## config.mk

```make
export PLATFORM = sky130hd
export DESIGN_NAME = baud_tick_gen
export DESIGN_NICKNAME = d
export VERILOG_FILES = /design/src/rtl/baud_pkg.sv /design/src/rtl/baud_div_reg.sv /design/src/rtl/baud_tick_gen.sv
export SDC_FILE = /design/constraint.sdc
export NUM_CORES = 1
export LEC_CHECK = 0
export ABC_AREA = 1
export BUFFER_PORTS_ARGS = -buffer_cell sky130_fd_sc_hd__buf_2
export CORE_AREA = 3 3 62 86
export CTS_CLUSTER_SIZE = 16
export DETAILED_ROUTE_END_ITERATION = 8
export DIE_AREA = 0 0 65 89
export GPL_ROUTABILITY_DRIVEN = 0
export PLACE_DENSITY = 0.77
export SYNTH_ARGS = -nofsm -noshare
export SYNTH_HDL_FRONTEND = slang
export SYNTH_SLANG_ARGS = --single-unit
```

## constraint.sdc

```tcl
create_clock -name clk -period 3.4 [get_ports clk]
set_input_delay 0.51 -clock clk [delete_from_list [all_inputs] [get_ports clk]]
set_output_delay 0.51 -clock clk [all_outputs]
set_load 0.02 [all_outputs]
```

## src/rtl/baud_pkg.sv

```systemverilog
// ---------------------------------------------------------------------------
// baud_pkg
//
// Shared constants and types for the UART baud-rate tick generator.
//   DIV_W       - default width of the divisor and of the cycle counter
//   OVS         - default number of oversample ticks per bit tick
//   FRAC_W      - default width of the fractional accumulator (only used
//                 when the build defines BAUD_FRAC_EN)
//   DEFAULT_DIV - default divisor loaded at reset (period = DEFAULT_DIV + 1)
//   baud_div_t  - divisor type at the default width
//   ovs_cnt_width() - width of the oversample counter, never below 1 bit
// ---------------------------------------------------------------------------
package baud_pkg;

    localparam int DIV_W       = 16;
    localparam int OVS         = 16;
    localparam int FRAC_W      = 4;
    localparam int DEFAULT_DIV = 100;

    typedef logic [DIV_W-1:0] baud_div_t;

    // An OVS of 1 still needs a 1-bit counter so the port-free logic
    // below stays well formed; it simply never leaves 0.
    function automatic int ovs_cnt_width(input int ovs);
        return (ovs > 1) ? $clog2(ovs) : 1;
    endfunction

endpackage

```

## src/rtl/baud_div_reg.sv

```systemverilog
// ---------------------------------------------------------------------------
// baud_div_reg
//
// Pending/active divisor register for the baud tick generator. A write
// lands in a pending register; the active divisor is only replaced when
// the counter logic signals an apply event (period boundary or phase
// clear), so the divisor never changes in the middle of a period.
//
// Optional feature: BAUD_FRAC_EN adds a fractional divisor that travels
// alongside the integer divisor through the same pending/apply path.
//
// Ports:
//   clk          in   clock
//   reset        in   synchronous, active-high
//   apply        in   boundary event: pending divisor becomes active
//   div_wr       in   single-cycle write strobe
//   div_in       in   [DIV_W]  divisor to write
//   frac_in      in   [FRAC_W] fractional divisor (BAUD_FRAC_EN only)
//   frac_cur     out  [FRAC_W] active fractional divisor (BAUD_FRAC_EN only)
//   cur_div      out  [DIV_W]  active divisor
//   div_pending  out  a written divisor has not yet been applied
// ---------------------------------------------------------------------------
module baud_div_reg #(
    parameter int DIV_W       = baud_pkg::DIV_W,
    parameter int DEFAULT_DIV = baud_pkg::DEFAULT_DIV
`ifdef BAUD_FRAC_EN
    ,
    parameter int FRAC_W      = baud_pkg::FRAC_W
`endif
) (
    input  logic              clk,
    input  logic              reset,
    input  logic              apply,
    input  logic              div_wr,
    input  logic [DIV_W-1:0]  div_in,
`ifdef BAUD_FRAC_EN
    input  logic [FRAC_W-1:0] frac_in,
    output logic [FRAC_W-1:0] frac_cur,
`endif
    output logic [DIV_W-1:0]  cur_div,
    output logic              div_pending
);

    import baud_pkg::*;

    logic [DIV_W-1:0]  pend_div;
`ifdef BAUD_FRAC_EN
    logic [FRAC_W-1:0] pend_frac;
`endif

    // The apply uses the value that was pending before this edge. A write
    // arriving on the same edge as an apply is therefore kept pending for
    // the following boundary instead of slipping straight into cur_div.
    always_ff @(posedge clk) begin
        if (reset) begin
            cur_div     <= DIV_W'(DEFAULT_DIV);
            pend_div    <= '0;
            div_pending <= 1'b0;
`ifdef BAUD_FRAC_EN
            frac_cur    <= '0;
            pend_frac   <= '0;
`endif
        end else begin
            if (apply && div_pending) begin
                cur_div  <= pend_div;
`ifdef BAUD_FRAC_EN
                frac_cur <= pend_frac;
`endif
            end
            if (div_wr) begin
                pend_div    <= div_in;
`ifdef BAUD_FRAC_EN
                pend_frac   <= frac_in;
`endif
                div_pending <= 1'b1;
            end else if (apply) begin
                div_pending <= 1'b0;
            end
        end
    end

endmodule

```

## src/rtl/baud_tick_gen.sv

```systemverilog
// ---------------------------------------------------------------------------
// baud_tick_gen
//
// Programmable baud-rate tick generator for the UART TX/RX shift engines.
// A cycle counter runs 0..term and emits a one-cycle oversample tick on the
// terminal count; every OVS oversample ticks a bit tick is emitted together
// with the oversample tick. The divisor can be reloaded at run time (taking
// effect at the next period boundary) and sync_clear re-aligns the phase,
// e.g. on an RX start-bit edge.
//
// Optional feature: BAUD_FRAC_EN adds a fractional divisor. An FRAC_W-bit
// accumulator adds frac_cur at every wrap; a carry stretches the following
// period by one cycle, giving an average period of
// cur_div + 1 + frac_cur / 2^FRAC_W cycles.
//
// Parameters: DIV_W, OVS (>= 1), DEFAULT_DIV, FRAC_W (BAUD_FRAC_EN only)
//
// Ports:
//   clk          in   clock
//   reset        in   synchronous, active-high
//   enable       in   low: counters hold, both ticks are 0
//   sync_clear   in   restart tick phase, applies any pending divisor
//   div_wr       in   single-cycle divisor write strobe
//   div_in       in   [DIV_W]  new divisor (period = div_in + 1)
//   frac_in      in   [FRAC_W] fractional divisor (BAUD_FRAC_EN only)
//   ovs_tick     out  oversample tick, one cycle wide
//   bit_tick     out  bit tick, one cycle wide, coincident with ovs_tick
//   div_pending  out  a written divisor has not yet taken effect
//   cur_div      out  [DIV_W]  active divisor
// ---------------------------------------------------------------------------
module baud_tick_gen #(
    parameter int DIV_W       = baud_pkg::DIV_W,
    parameter int OVS         = baud_pkg::OVS,
    parameter int DEFAULT_DIV = baud_pkg::DEFAULT_DIV
`ifdef BAUD_FRAC_EN
    ,
    parameter int FRAC_W      = baud_pkg::FRAC_W
`endif
) (
    input  logic              clk,
    input  logic              reset,
    input  logic              enable,
    input  logic              sync_clear,
    input  logic              div_wr,
    input  logic [DIV_W-1:0]  div_in,
`ifdef BAUD_FRAC_EN
    input  logic [FRAC_W-1:0] frac_in,
`endif
    output logic              ovs_tick,
    output logic              bit_tick,
    output logic              div_pending,
    output logic [DIV_W-1:0]  cur_div
);

    import baud_pkg::*;

    localparam int OVS_CW = ovs_cnt_width(OVS);
    localparam logic [OVS_CW-1:0] OVS_LAST = OVS_CW'(OVS - 1);

    // With the fractional stretch the terminal count can reach
    // cur_div + 1, so the counter gets one extra bit to hold it.
`ifdef BAUD_FRAC_EN
    localparam int CNT_W = DIV_W + 1;
`else
    localparam int CNT_W = DIV_W;
`endif

    logic [CNT_W-1:0]  cnt;
    logic [CNT_W-1:0]  term;
    logic [OVS_CW-1:0] ovs_cnt;
    logic              wrap;
    logic              apply;

`ifdef BAUD_FRAC_EN
    logic [FRAC_W-1:0] frac_cur;
    logic [FRAC_W-1:0] frac_acc;
    logic [FRAC_W:0]   acc_sum;
    logic              long_period;

    assign term    = {1'b0, cur_div} + {{DIV_W{1'b0}}, long_period};
    assign acc_sum = {1'b0, frac_acc} + {1'b0, frac_cur};
`else
    assign term = cur_div;
`endif

    // Ticks come only from registered state and enable, never from div_wr.
    assign wrap     = enable && (cnt == term);
    assign ovs_tick = wrap;
    assign bit_tick = wrap && (ovs_cnt == OVS_LAST);

    // The divisor may only change where the counter restarts from 0.
    assign apply = sync_clear || wrap;

    baud_div_reg #(
        .DIV_W       (DIV_W),
        .DEFAULT_DIV (DEFAULT_DIV)
`ifdef BAUD_FRAC_EN
        ,
        .FRAC_W      (FRAC_W)
`endif
    ) u_div_reg (
        .clk         (clk),
        .reset       (reset),
        .apply       (apply),
        .div_wr      (div_wr),
        .div_in      (div_in),
`ifdef BAUD_FRAC_EN
        .frac_in     (frac_in),
        .frac_cur    (frac_cur),
`endif
        .cur_div     (cur_div),
        .div_pending (div_pending)
    );

    // sync_clear outranks enable so the RX can re-align even while the
    // generator is otherwise paused.
    always_ff @(posedge clk) begin
        if (reset) begin
            cnt     <= '0;
            ovs_cnt <= '0;
        end else if (sync_clear) begin
            cnt     <= '0;
            ovs_cnt <= '0;
        end else if (!enable) begin
            cnt     <= cnt;
            ovs_cnt <= ovs_cnt;
        end else if (cnt == term) begin
            cnt     <= '0;
            ovs_cnt <= (ovs_cnt == OVS_LAST) ? '0 : ovs_cnt + 1'b1;
        end else begin
            cnt     <= cnt + 1'b1;
        end
    end

`ifdef BAUD_FRAC_EN
    // The carry out of the accumulator at a wrap lengthens only the
    // period that starts at that wrap.
    always_ff @(posedge clk) begin
        if (reset || sync_clear) begin
            frac_acc    <= '0;
            long_period <= 1'b0;
        end else if (wrap) begin
            frac_acc    <= acc_sum[FRAC_W-1:0];
            long_period <= acc_sum[FRAC_W];
        end
    end
`endif

endmodule
```

Word-level counts from Yosys, hierarchy flattened. Cells that the tools add are included.

Flip-flop bits (word level): 53. Word-level logic and storage cells: 20.

Add/subtract/negate cells: 2. Equal/unequal tests: 2. Multiplexer cells: 4. Reductions and logical operators: 7.

Operators with widths (number): adder 16 x 1 -> 16 bit (second input constant) (1); == test 16 bit (1); two-way mux 16 bit (1); adder 4 x 1 -> 4 bit (second input constant) (1); == test 4 bit (second input constant) (1); two-way mux 4 bit (1); logical AND 1 bit (3); two-way mux 1 bit (2); AND reduction 2 bit (1); nonzero test 2 bit (1); OR reduction 2 bit (1); logical OR 1 bit (1).

Depth between registers and ports, before layout.
Word-level depth: 5. Gate-level depth with buffers: 12.

By module. From an unflattened synthesis, not the netlist that was laid out.

Cells, all modules: 401. Area, all modules: 2605.0 um^2.

By module, submodules not included: baud_tick_gen (instances 1, cells an instance 232, area each 1377.6 um^2, sequential area each 400.4 um^2); baud_div_reg (instances 1, cells an instance 169, area each 1227.4 um^2, sequential area each 660.6 um^2).

Least setup slack after synthesis. Ideal clock, no wire load.

Path type: reg-to-output. Start point: register u_div_reg.cur_div[13]. End point: output port bit_tick. Arrival: 1.719 ns. Path slack: 1.171 ns. Stages on the path, launching flop included: 9. Path buffers: 0. Cells stage by stage: dfxtp_1 > inv_1 > nand2_1 > nand2_1 > nor2_1 > nand2_1 > nor2_1 > nand3_4 > nor4_1.

Word-level cells in the longest chain between the ends: 3.

RTL lines: from (decl) (line baud_div_reg.sv:40) `output logic [DIV_W-1:0] cur_div,`; from (signal assigned) (line baud_div_reg.sv:56) `cur_div <= DIV_W'(DEFAULT_DIV);`; from (signal assigned) (line baud_div_reg.sv:65) `cur_div <= pend_div;`; == test 16 bit (line baud_tick_gen.sv:87) `assign wrap = enable && (cnt == term);`; logical AND 1 bit (line baud_tick_gen.sv:87); logical AND 1 bit (line baud_tick_gen.sv:89) `assign bit_tick = wrap && (ovs_cnt == OVS_LAST);`; to (decl) (line baud_tick_gen.sv:50) `output logic bit_tick,`.

No other way between the ends.

Worst setup path in the final report.
Start point: register cnt[8]. End point: output port bit_tick.

Word-level cells in the longest chain between the ends: 3.

RTL lines: from (decl) (line baud_tick_gen.sv:68) `logic [CNT_W-1:0] cnt;`; from (signal assigned) (line baud_tick_gen.sv:125) `cnt <= cnt;`; from (signal assigned) (line baud_tick_gen.sv:131) `cnt <= cnt + 1'b1;`; == test 16 bit (line baud_tick_gen.sv:87); logical AND 1 bit (line baud_tick_gen.sv:87); logical AND 1 bit (line baud_tick_gen.sv:89).

No other way between the ends.

==> reports/qor.txt <==
Vias: 2410
Placed Cells: 473
Post-Syn Nets: 408
Largest net degree at the start of global routing: 33
CP Buf/Inv Count: 2
Overflow left after global routing: 0
FMAX: 425.2 MHz
H-tree Lvls: 2
Clk root buf: clkbuf_8
Final slew viol count: 0
Initial Utilization: 56.42%
Total global-route track usage: 21.29%
Wire per inst: 11.68 um
Final ANT Viol Nets: 0
Drt first pass iters: 4
Multi-input combinational cell area: 1270 sq um
Share of flip-flops with an asynchronous set or reset: 0%
Post-synth top cells: 88 x nand2_1, 56 x nor2_1, 53 x dfxtp_1, 46 x inv_1, 31 x a21oi_1
Die area: 5785 sq um
Synth area leader: dfxtp_1
CTS clk-pin slew, worst paths: 0.09 ns
Starting DRT DRC Count: 117
Clk_lat worst skew: 0.30 ns
Critical path's top delay family: simple AND/OR/NAND/NOR gates
Remaining DRCs: 0
Kind of critical path: flip-flop to primary output
Area share of the largest cell type after synthesis: 40.81%
N_diodes: 0
Final Worst Setup Slack: 1.048 ns
Top FF cell, synth: dfxtp_1
Unrepaired setup endpoints after global routing: false
Fraction of layout cells with a size suffix above 1: 13.40%
CP max-delay cell: dfxtp_1
Setup violations, final: 0
CP Launch Type: flip-flop
Final period utilization: 69.17%
Vias/cell: 5.021
Max-Slew Margin vs Limit: 46.69%
Fin nets: 441
Worst min path class: primary input to flip-flop
Critical Path, Cell by Cell: inv_2 -> nand2_1 -> nand2_1 -> nor2_1 -> nand2_1 -> nor2_1 -> nand3_4 -> nor4_1 -> buf_2
Synth Area in XOR/XNOR: 4.042%
Die Width: 65 um
Initial antenna violation count: 0
Number of hold buffers added after cts: 0
Setup bufs post-CTS: 0
Seq/Total Area, Yosys: 40.81%
Power per Cell Area: 429.3 nW/um^2
First-pass GRT wire length: 9894 um
CTS-repair resized insts: 0
Post-Synthesis Cell Area: 2600 sq um
Most Frequent Cell on Critical Path: nand2_1
Vias in the first global route: 2341
Synth-to-Final Area Change: 11.79%
P_leak: 1.334 nW
DP Wirelength: 4248 um
Fillers: 451
Max incr delay on CP: 0.41 ns
IO buf count: 39
Outcome: finished, final reports clean
Arr. time, crit path: 1.84 ns
Dpl ws: 1.201 ns
Clk sink count: 53
Top cells by area, synth: dfxtp_1 41%, nand2_1 13%, nor2_1 8.1%
Req. time, crit path: 2.89 ns
TritonCTS Buffers: 5
Multiplexer area fraction after synthesis: 0%
Die height: 89 um
Hold Vio Cnt, Final: 0
FF/Latch Area: 1061 sq um
Final core occ: 63.07%
Compound-Gate Fraction of Synth Area: 10.73%
Worst clock skew: 0.008718 ns
Post-synth EDFFs: 0
Min Clock Period, post-route: 2.352 ns
Setup TNS Final: 0 ns
Syn_area_per_cell: 6.753 sq um
Yosys warnings: 0
Post-Synth Adder-Cell Area: 0.9625%
Clk buf depth: 2
I/O Pins: 40
Drt total wl: 5607 um
Post-synthesis register bit count: 53
CP endpoint kind: primary output
Slew @ Worst Pin: 0.7988 ns
Worst-path fanout max: 7
Synth Instances: 385
Synth Area in Simple Gates: 33.11%
Post-synth cell types: 28
Maxcap violations: 0
Maximum VDD drop: 0.0003659 V
Most common cell in the synthesized netlist: nand2_1
Final std cells w/o fill: 480
Core region area: 4608 sq um
Combinational family with the most area after synthesis: simple AND/OR/NAND/NOR gates
Cell row count: 29
WHS: 0.4269 ns
CTS tree: done
flip-flops by register name (all words and copies together), names as in the netlist:
register	flops
ovs_cnt	4
cnt	16
u_div_reg.pend_div	16
u_div_reg.div_pending	1
u_div_reg.cur_div	16
placed cells by master, fill, tap and decap left out, types with 2 or more instances in the layout:
cell type	count
nand2_2	2
inv_1	46
nor3b_1	2
a21oi_1	31
nor3_1	9
nand2_1	88
dfxtp_1	53
nand3_1	25
xnor2_1	3
clkbuf_8	5
inv_2	4
nor2_1	56
o21ai_0	21
nand4_1	9
ha_1	2
nor4_1	4
xor2_1	9
buf_2	39
cell type report:
| cell class | instances | area share (%) |
|---|---|---|
| Multi-Input combinational cell | 268 | 43.69 |
| Sequential cell | 53 | 36.50 |
| Timing Repair Buffer | 40 | 6.974 |
| Inverter | 50 | 6.457 |
| Tap cell | 62 | 2.669 |
| Clock buffer | 5 | 2.368 |
| Clock inverter | 2 | 1.334 |
worst reg2reg max path: cells and delay by family (launching register included):
kind / cells / cell delay (ns)
and+or+nand+nor: 10 / 1.18
DFF: 1 / 0.41
buffers and inverters: 1 / 0.06
layer usage:
metal	track usage (%)	up-vias	routed length, um
met5	0	-	0
met4	9.615	0	148
met3	3.019	10	273
met2	39.48	58	2792
met1	23.98	1045	2392
li1	-	1297	-
final timing paths:
check | to | startpoint | slack, ns | depth (start not counted)
worst max-delay path | bit_tick | cnt[8]$_SDFFE_PP0P_ | 1.05 | 9
worst min-delay path | u_div_reg.pend_div[2]$_SDFFE_PP0P_ | div_in[2] | 0.43 | 3
worst max register to register | u_div_reg.cur_div[6]$_SDFFE_PP1P_ | cnt[8]$_SDFFE_PP0P_ | 1.59 | 11
worst min register to register | u_div_reg.pend_div[13]$_SDFFE_PP0P_ | u_div_reg.pend_div[13]$_SDFFE_PP0P_ | 0.46 | 2
through the flow:
| step | instance area, sq um | total power [W] |
|---|---|---|
| finish | 2907 | 0.001248 |
| global route | 2907 | 0.001311 |
| detailed placement | 2799 | 0.0008412 |
| global placement | 2799 | 0.0008366 |
| floorplan | 2600 | 0.0007966 |
| CTS | 2907 | 0.001255 |
power breakdown:
group	switching [W]	internal (W)	leakage, nW
sequential	0.0000189	0.000648	0.434
combinational	0.000103	0.0000559	0.846
clock	0.000204	0.000218	0.0546
total	0.000326	0.000922	1.33
kinds of logic (layout without fill, tap and decap cells):
| group | Yosys count | in the layout |
|---|---|---|
| AOI/OAI and AO/OA | 55 | 55 |
| xor gates and xnor gates | 12 | 12 |
| adders and majority gates | 2 | 2 |
| buffers and inverters | 64 | 97 |
| DFF | 53 | 53 |
| and+or+nand+nor | 199 | 199 |
(Power assumes the default switching activity.)
